File: config.mk
export PLATFORM = sky130hd
export DESIGN_NAME = apb_to_axi_lite
export DESIGN_NICKNAME = d
export VERILOG_FILES = /design/src/rtl/axi2apb_pkg.sv /design/src/rtl/apb_to_axi_lite.sv
export SDC_FILE = /design/constraint.sdc
export NUM_CORES = 1
export LEC_CHECK = 0
export CAP_MARGIN = 20
export CORE_MARGIN = 1.5
export CORE_UTILIZATION = 30
export DETAILED_ROUTE_END_ITERATION = 8
export PLACE_DENSITY = 0.66
export SYNTH_ARGS = -nofsm -noshare
export SYNTH_HDL_FRONTEND = slang
export SYNTH_SLANG_ARGS = --single-unit
File: constraint.sdc
create_clock -name clk_i -period 3.3 [get_ports clk_i]
set_input_delay 0.66 -clock clk_i [delete_from_list [all_inputs] [get_ports clk_i]]
set_output_delay 0.66 -clock clk_i [all_outputs]
set_load 0.03 [all_outputs]
File: src/rtl/axi2apb_pkg.sv
// Shared APB / AXI-lite bus definitions: 32-bit address and data, 4-bit byte strobes.
// No logic, no latency.
// No backpressure of its own; the valid/ready fields carry the channel flow control.
package axi2apb;

    localparam int ADDR_W = 32;
    localparam int DATA_W = 32;
    localparam int STRB_W = DATA_W / 8;

    // AXI response codes
    localparam logic [1:0] RESP_OKAY   = 2'b00;
    localparam logic [1:0] RESP_EXOKAY = 2'b01;
    localparam logic [1:0] RESP_SLVERR = 2'b10;
    localparam logic [1:0] RESP_DECERR = 2'b11;

    typedef struct packed {
        logic [ADDR_W-1:0] paddr;
        logic [2:0]        pprot;
        logic              penable;
        logic              pwrite;
        logic [DATA_W-1:0] pwdata;
        logic [STRB_W-1:0] pstrb;
    } apb_req_t;

    typedef struct packed {
        logic              pready;
        logic [DATA_W-1:0] prdata;
        logic              pslverr;
    } apb_resp_t;

    typedef struct packed {
        logic              aw_valid;
        logic [ADDR_W-1:0] aw_addr;
        logic [2:0]        aw_prot;
        logic              w_valid;
        logic [DATA_W-1:0] w_data;
        logic [STRB_W-1:0] w_strb;
        logic              b_ready;
        logic              ar_valid;
        logic [ADDR_W-1:0] ar_addr;
        logic [2:0]        ar_prot;
        logic              r_ready;
    } axi_req_t;

    typedef struct packed {
        logic              aw_ready;
        logic              w_ready;
        logic              b_valid;
        logic [1:0]        b_resp;
        logic              ar_ready;
        logic              r_valid;
        logic [DATA_W-1:0] r_data;
        logic [1:0]        r_resp;
    } axi_resp_t;

    // SLVERR and DECERR both have the MSB set; OKAY and EXOKAY do not.
    function automatic logic resp_is_err(input logic [1:0] resp);
        return resp[1];
    endfunction

endpackage

File: src/rtl/apb_to_axi_lite.sv
// APB completer that replays each transfer as a single AXI-lite read or write.
// Latency: setup at T, AXI valids at T+1, B/R accepted at T+2 earliest, pready at T+3.
// Backpressure: AXI readies/valids stall the FSM; APB is held via pready=0 until done.
//
// Ports: clk_i/rst_i (sync, active-high reset), psel_i + apb_req_i/apb_resp_o on the
// APB side, axi_req_o/axi_resp_i on the AXI-lite manager side.
module apb_to_axi_lite
    import axi2apb::*;
#(
    parameter type apb_req_t  = axi2apb::apb_req_t,
    parameter type apb_resp_t = axi2apb::apb_resp_t,
    parameter type axi_req_t  = axi2apb::axi_req_t,
    parameter type axi_resp_t = axi2apb::axi_resp_t
) (
    input  logic      clk_i,
    input  logic      rst_i,
    input  logic      psel_i,
    input  apb_req_t  apb_req_i,
    output apb_resp_t apb_resp_o,
    output axi_req_t  axi_req_o,
    input  axi_resp_t axi_resp_i
);

    typedef enum logic [1:0] {
        IDLE = 2'd0,
        REQ  = 2'd1,
        RESP = 2'd2,
        DONE = 2'd3
    } state_e;

    state_e state_q, state_d;

    // Transfer captured at the setup phase; AXI payloads come only from these,
    // so they stay stable whatever the APB side does mid-transfer.
    logic [ADDR_W-1:0] addr_q;
    logic [2:0]        prot_q;
    logic              write_q;
    logic [DATA_W-1:0] wdata_q;
    logic [STRB_W-1:0] strb_q;

    logic              aw_done_q;
    logic              w_done_q;
    logic [1:0]        resp_q;
    logic [DATA_W-1:0] prdata_q;

    logic setup;
    logic aw_hs, w_hs, ar_hs, b_hs, r_hs;

    assign setup = psel_i && !apb_req_i.penable;

    assign aw_hs = axi_req_o.aw_valid && axi_resp_i.aw_ready;
    assign w_hs  = axi_req_o.w_valid  && axi_resp_i.w_ready;
    assign ar_hs = axi_req_o.ar_valid && axi_resp_i.ar_ready;
    assign b_hs  = axi_req_o.b_ready  && axi_resp_i.b_valid;
    assign r_hs  = axi_req_o.r_ready  && axi_resp_i.r_valid;

    // State register
    always_ff @(posedge clk_i) begin
        if (rst_i) begin
            state_q <= IDLE;
        end else begin
            state_q <= state_d;
        end
    end

    // Next-state logic
    always_comb begin
        state_d = state_q;
        case (state_q)
            IDLE: begin
                if (setup) begin
                    state_d = REQ;
                end
            end
            REQ: begin
                if (write_q) begin
                    // A handshake in the current cycle counts as completed.
                    if ((aw_done_q || aw_hs) && (w_done_q || w_hs)) begin
                        state_d = RESP;
                    end
                end else if (ar_hs) begin
                    state_d = RESP;
                end
            end
            RESP: begin
                if (write_q ? b_hs : r_hs) begin
                    state_d = DONE;
                end
            end
            DONE: begin
                state_d = IDLE;
            end
            default: begin
                state_d = IDLE;
            end
        endcase
    end

    // Outputs
    always_comb begin
        axi_req_o          = '0;
        axi_req_o.aw_addr  = addr_q;
        axi_req_o.aw_prot  = prot_q;
        axi_req_o.w_data   = wdata_q;
        axi_req_o.w_strb   = strb_q;
        axi_req_o.ar_addr  = addr_q;
        axi_req_o.ar_prot  = prot_q;
        axi_req_o.aw_valid = (state_q == REQ) && write_q && !aw_done_q;
        axi_req_o.w_valid  = (state_q == REQ) && write_q && !w_done_q;
        axi_req_o.ar_valid = (state_q == REQ) && !write_q;
        axi_req_o.b_ready  = (state_q == RESP) && write_q;
        axi_req_o.r_ready  = (state_q == RESP) && !write_q;

        apb_resp_o         = '0;
        apb_resp_o.prdata  = prdata_q;
        apb_resp_o.pready  = (state_q == DONE);
        apb_resp_o.pslverr = (state_q == DONE) && resp_is_err(resp_q);
    end

    // Capture registers, per-channel done flags and response data
    always_ff @(posedge clk_i) begin
        if (rst_i) begin
            addr_q    <= '0;
            prot_q    <= '0;
            write_q   <= 1'b0;
            wdata_q   <= '0;
            strb_q    <= '0;
            aw_done_q <= 1'b0;
            w_done_q  <= 1'b0;
            resp_q    <= RESP_OKAY;
            prdata_q  <= '0;
        end else begin
            case (state_q)
                IDLE: begin
                    if (setup) begin
                        addr_q    <= apb_req_i.paddr;
                        prot_q    <= apb_req_i.pprot;
                        write_q   <= apb_req_i.pwrite;
                        wdata_q   <= apb_req_i.pwdata;
                        strb_q    <= apb_req_i.pstrb;
                        aw_done_q <= 1'b0;
                        w_done_q  <= 1'b0;
                    end
                end
                REQ: begin
                    if (aw_hs) begin
                        aw_done_q <= 1'b1;
                    end
                    if (w_hs) begin
                        w_done_q <= 1'b1;
                    end
                end
                RESP: begin
                    if (write_q && b_hs) begin
                        resp_q <= axi_resp_i.b_resp;
                    end
                    if (!write_q && r_hs) begin
                        resp_q   <= axi_resp_i.r_resp;
                        prdata_q <= axi_resp_i.r_data;
                    end
                end
                default: begin
                end
            endcase
        end
    end

endmodule
==> key figures <==
Outcome
  • Run status: completed

Route
  • Via count: about 4,200
  • Wire per inst: about 14 um
  • DRT Pass-1 Iters: 4
  • Wirelength, routed: ~13,000 um
  • Initial DRC Count: 153
  • Vias/cell: roughly 4.5
  • ANT nets after route: 0
  • # DRC: 0

Clock tree
  • # resized after CTS: 0
  • CTS clk-pin slew, worst paths: ~0.070 ns
  • Longest Clk Path Bufs: 2
  • Num CTS Buffers: 9
  • Worst skew pair latency: roughly 0.34 ns
  • Number of clock sinks: roughly 110
  • H-Tree Level Count: 3
  • CTS root buffer: clkbuf_16
  • Hold Buf Count CTS: 0
  • Post-CTS Setup Bufs: 0
  • CTS tree: yes

Power
  • Leak: between 0.002 and 0.0025 uW
  • Total Power: 4150 uW
  • Pwr Density: 594 mW/mm^2
  • Max rail drop VDD: just over 0.0003 V

Setup path
  • Worst setup EP type: output port
  • CP Max Fanout: 4
  • Type of origin of the critical path: register
  • R2R Setup Slk: between 1 and 1.5 ns
  • Worst path required time: roughly 2.6 ns
  • Critical path class: reg2out
  • Reg2reg path depth: 7
  • Arr. time, crit path: approximately 2.0 ns

Global routing
  • Vias in the first global route: approximately 3,900
  • Pin count of the biggest net entering global routing: between 100 and 150
  • First-pass GRT wire length: between 15,000 and 20,000 um
  • Initial antenna violation count: 0
  • Gr usage total: roughly 17%
  • Grt ovf: 0

Timing
  • Worst Skew: roughly 0.0032 ns
  • RSZ-0062 raised after global routing: no
  • Final worst setup slack: 0.638 ns
  • Normalized max-slew margin: around 60%
  • Setup_tns: 0 ns
  • Fin crit period: between 2 and 3 ns
  • Worst Max-Slew Pin Slew: ~0.60 ns
  • Max-slew violation count: 0
  • Tcrit/Tclk final: around four fifths
  • Final Hold Viols: 0
  • Final setup violation count: 0
  • Fmax achieved: 376 MHz

Synthesis
  • Post-Syn Nets: about 660
  • Post-synthesis register bit count: 109
  • EDFF count, synth: 0
  • Register area share after synthesis: between 50% and 60%
  • Average size of a mapped cell: ~8 sq um
  • Synthesis Warnings: 0
  • Ranking of synthesized cells by area: dfxtp_1, nand2_1, a21oi_1
  • Cell count after synthesis: 535
  • Top cells by count, synth: nand2_1, a21oi_1, dfxtp_1, buf_4, clkbuf_1
  • Top-count cell post-synth: nand2_1
  • Main synth FF type: dfxtp_1
  • Post-Syn Area: just over 0.004 sq mm
  • Post-synth ARST share: 0%
  • Synth top area share: a little over half
  • Cell taking the most area after synthesis: dfxtp_1
  • Cell variety after synth: 25

Min path
  • Worst hold-check path type: reg2reg
  • Hold path depth: 2

Placed design
  • GPL Wtd Cong: 0.749
  • Pre-CTS WS: about 0.55 ns
  • Port buffer count: around 260
  • Placed Instance Area: 0.00662 sq mm
  • Hpwl dp: slightly above 9000 um

Floorplanning
  • Die area: between 0.01 and 0.015 sq mm
  • Die span in y: between 100 and 150 um
  • Die X: 121 um
  • Total core area: approximately 0.013 sq mm
  • Num rows: 42
  • Ports: 262
  • Starting density of the core: 31.0%

Layout
  • NumNets Final: 863
  • Antenna diodes: 0
  • Area grow syn2layout: 68.0%
  • Filler cell count in the final layout: approximately 1,300
  • Post-route design area: 0.00699 sq mm
  • Share of post-route cells with drive strength above 1: 3.35%

Flow run
  • Maxcap violations: 0
## final cells by class
class	instances	area (sq um)	area share, %
Tap cell	176	220	3.15
Sequential cell	109	2180	31.2
Clock inverter	4	95.1	1.36
Clock buffer	12	246	3.53
Inverter	5	18.8	0.269
Timing Repair Buffer	265	2660	38.0
Multi-Input combinational cell	352	1570	22.5
## metal layers
| metal | vias up | track usage (%) | routed length [um] |
|---|---|---|---|
| li1 | 2091 | - | - |
| met4 | 0 | 6.03 | 187 |
| met3 | 11 | 6.46 | 1350 |
| met5 | - | 0 | 0 |
| met2 | 183 | 27.8 | 5870 |
| met1 | 1883 | 19.0 | 5140 |
## stage by stage
stage                     hold WS [ns]  utilization [%]  cells
after floorplan                  0.460                -    535
after global placement           0.441             49.4    906
after detailed placement         0.447             49.4    906
after CTS                        0.456             51.9    922
after global routing             0.475             52.1    923
final                            0.454             52.1    923
## worst max-delay path: stages (launching register included)
cell and delay (ns):
dfxtp_1 0.35, inv_1 0.09, ha_1 0.22, inv_1 0.14
nor2_1 0.15, clkdlybuf4s50_1 0.72
## power breakdown
part	switching [uW]	leakage [uW]	internal (uW)
Combinational	804	0.00139	572
Sequential	91.2	0.000886	1460
Clock	459	0.000167	762
## kinds of logic after synthesis
logic type	share of synthesized area, %
simple gates	21.6
compound gates	14.4
flops	52.5
buf+inv	10.1
fa+ha+maj	1.20
mux	0.241
## worst paths after layout
| check | startpoint | to |
|---|---|---|
| worst min register to register | prdata_q[25]$_SDFFE_PP0P_ | prdata_q[25]$_SDFFE_PP0P_ |
| worst max-delay path | state_q[0]$_SDFFE_PP0P_ | axi_req_o[0] |
| worst max register to register | state_q[0]$_SDFFE_PP0P_ | wdata_q[19]$_SDFFE_PP0P_ |
| worst min-delay path | prdata_q[25]$_SDFFE_PP0P_ | prdata_q[25]$_SDFFE_PP0P_ |
## state kept, by name, summed over array words and instances (netlist names)
name,flops
resp_q,1
prot_q,3
state_q,2
write_q,1
prdata_q,32
w_done_q,1
addr_q,32
aw_done_q,1
strb_q,4
wdata_q,32
## layout by cell type (no fill, tap or decap), drive strengths merged, types with 4 or more instances in the layout
master         count
buf                7
a21oi            109
clkbuf            12
nand2            215
dfxtp            109
inv                5
clkdlybuf4s50    258
nor2               6
ha                 4
No activity file was read; power rests on OpenSTA's default activity.
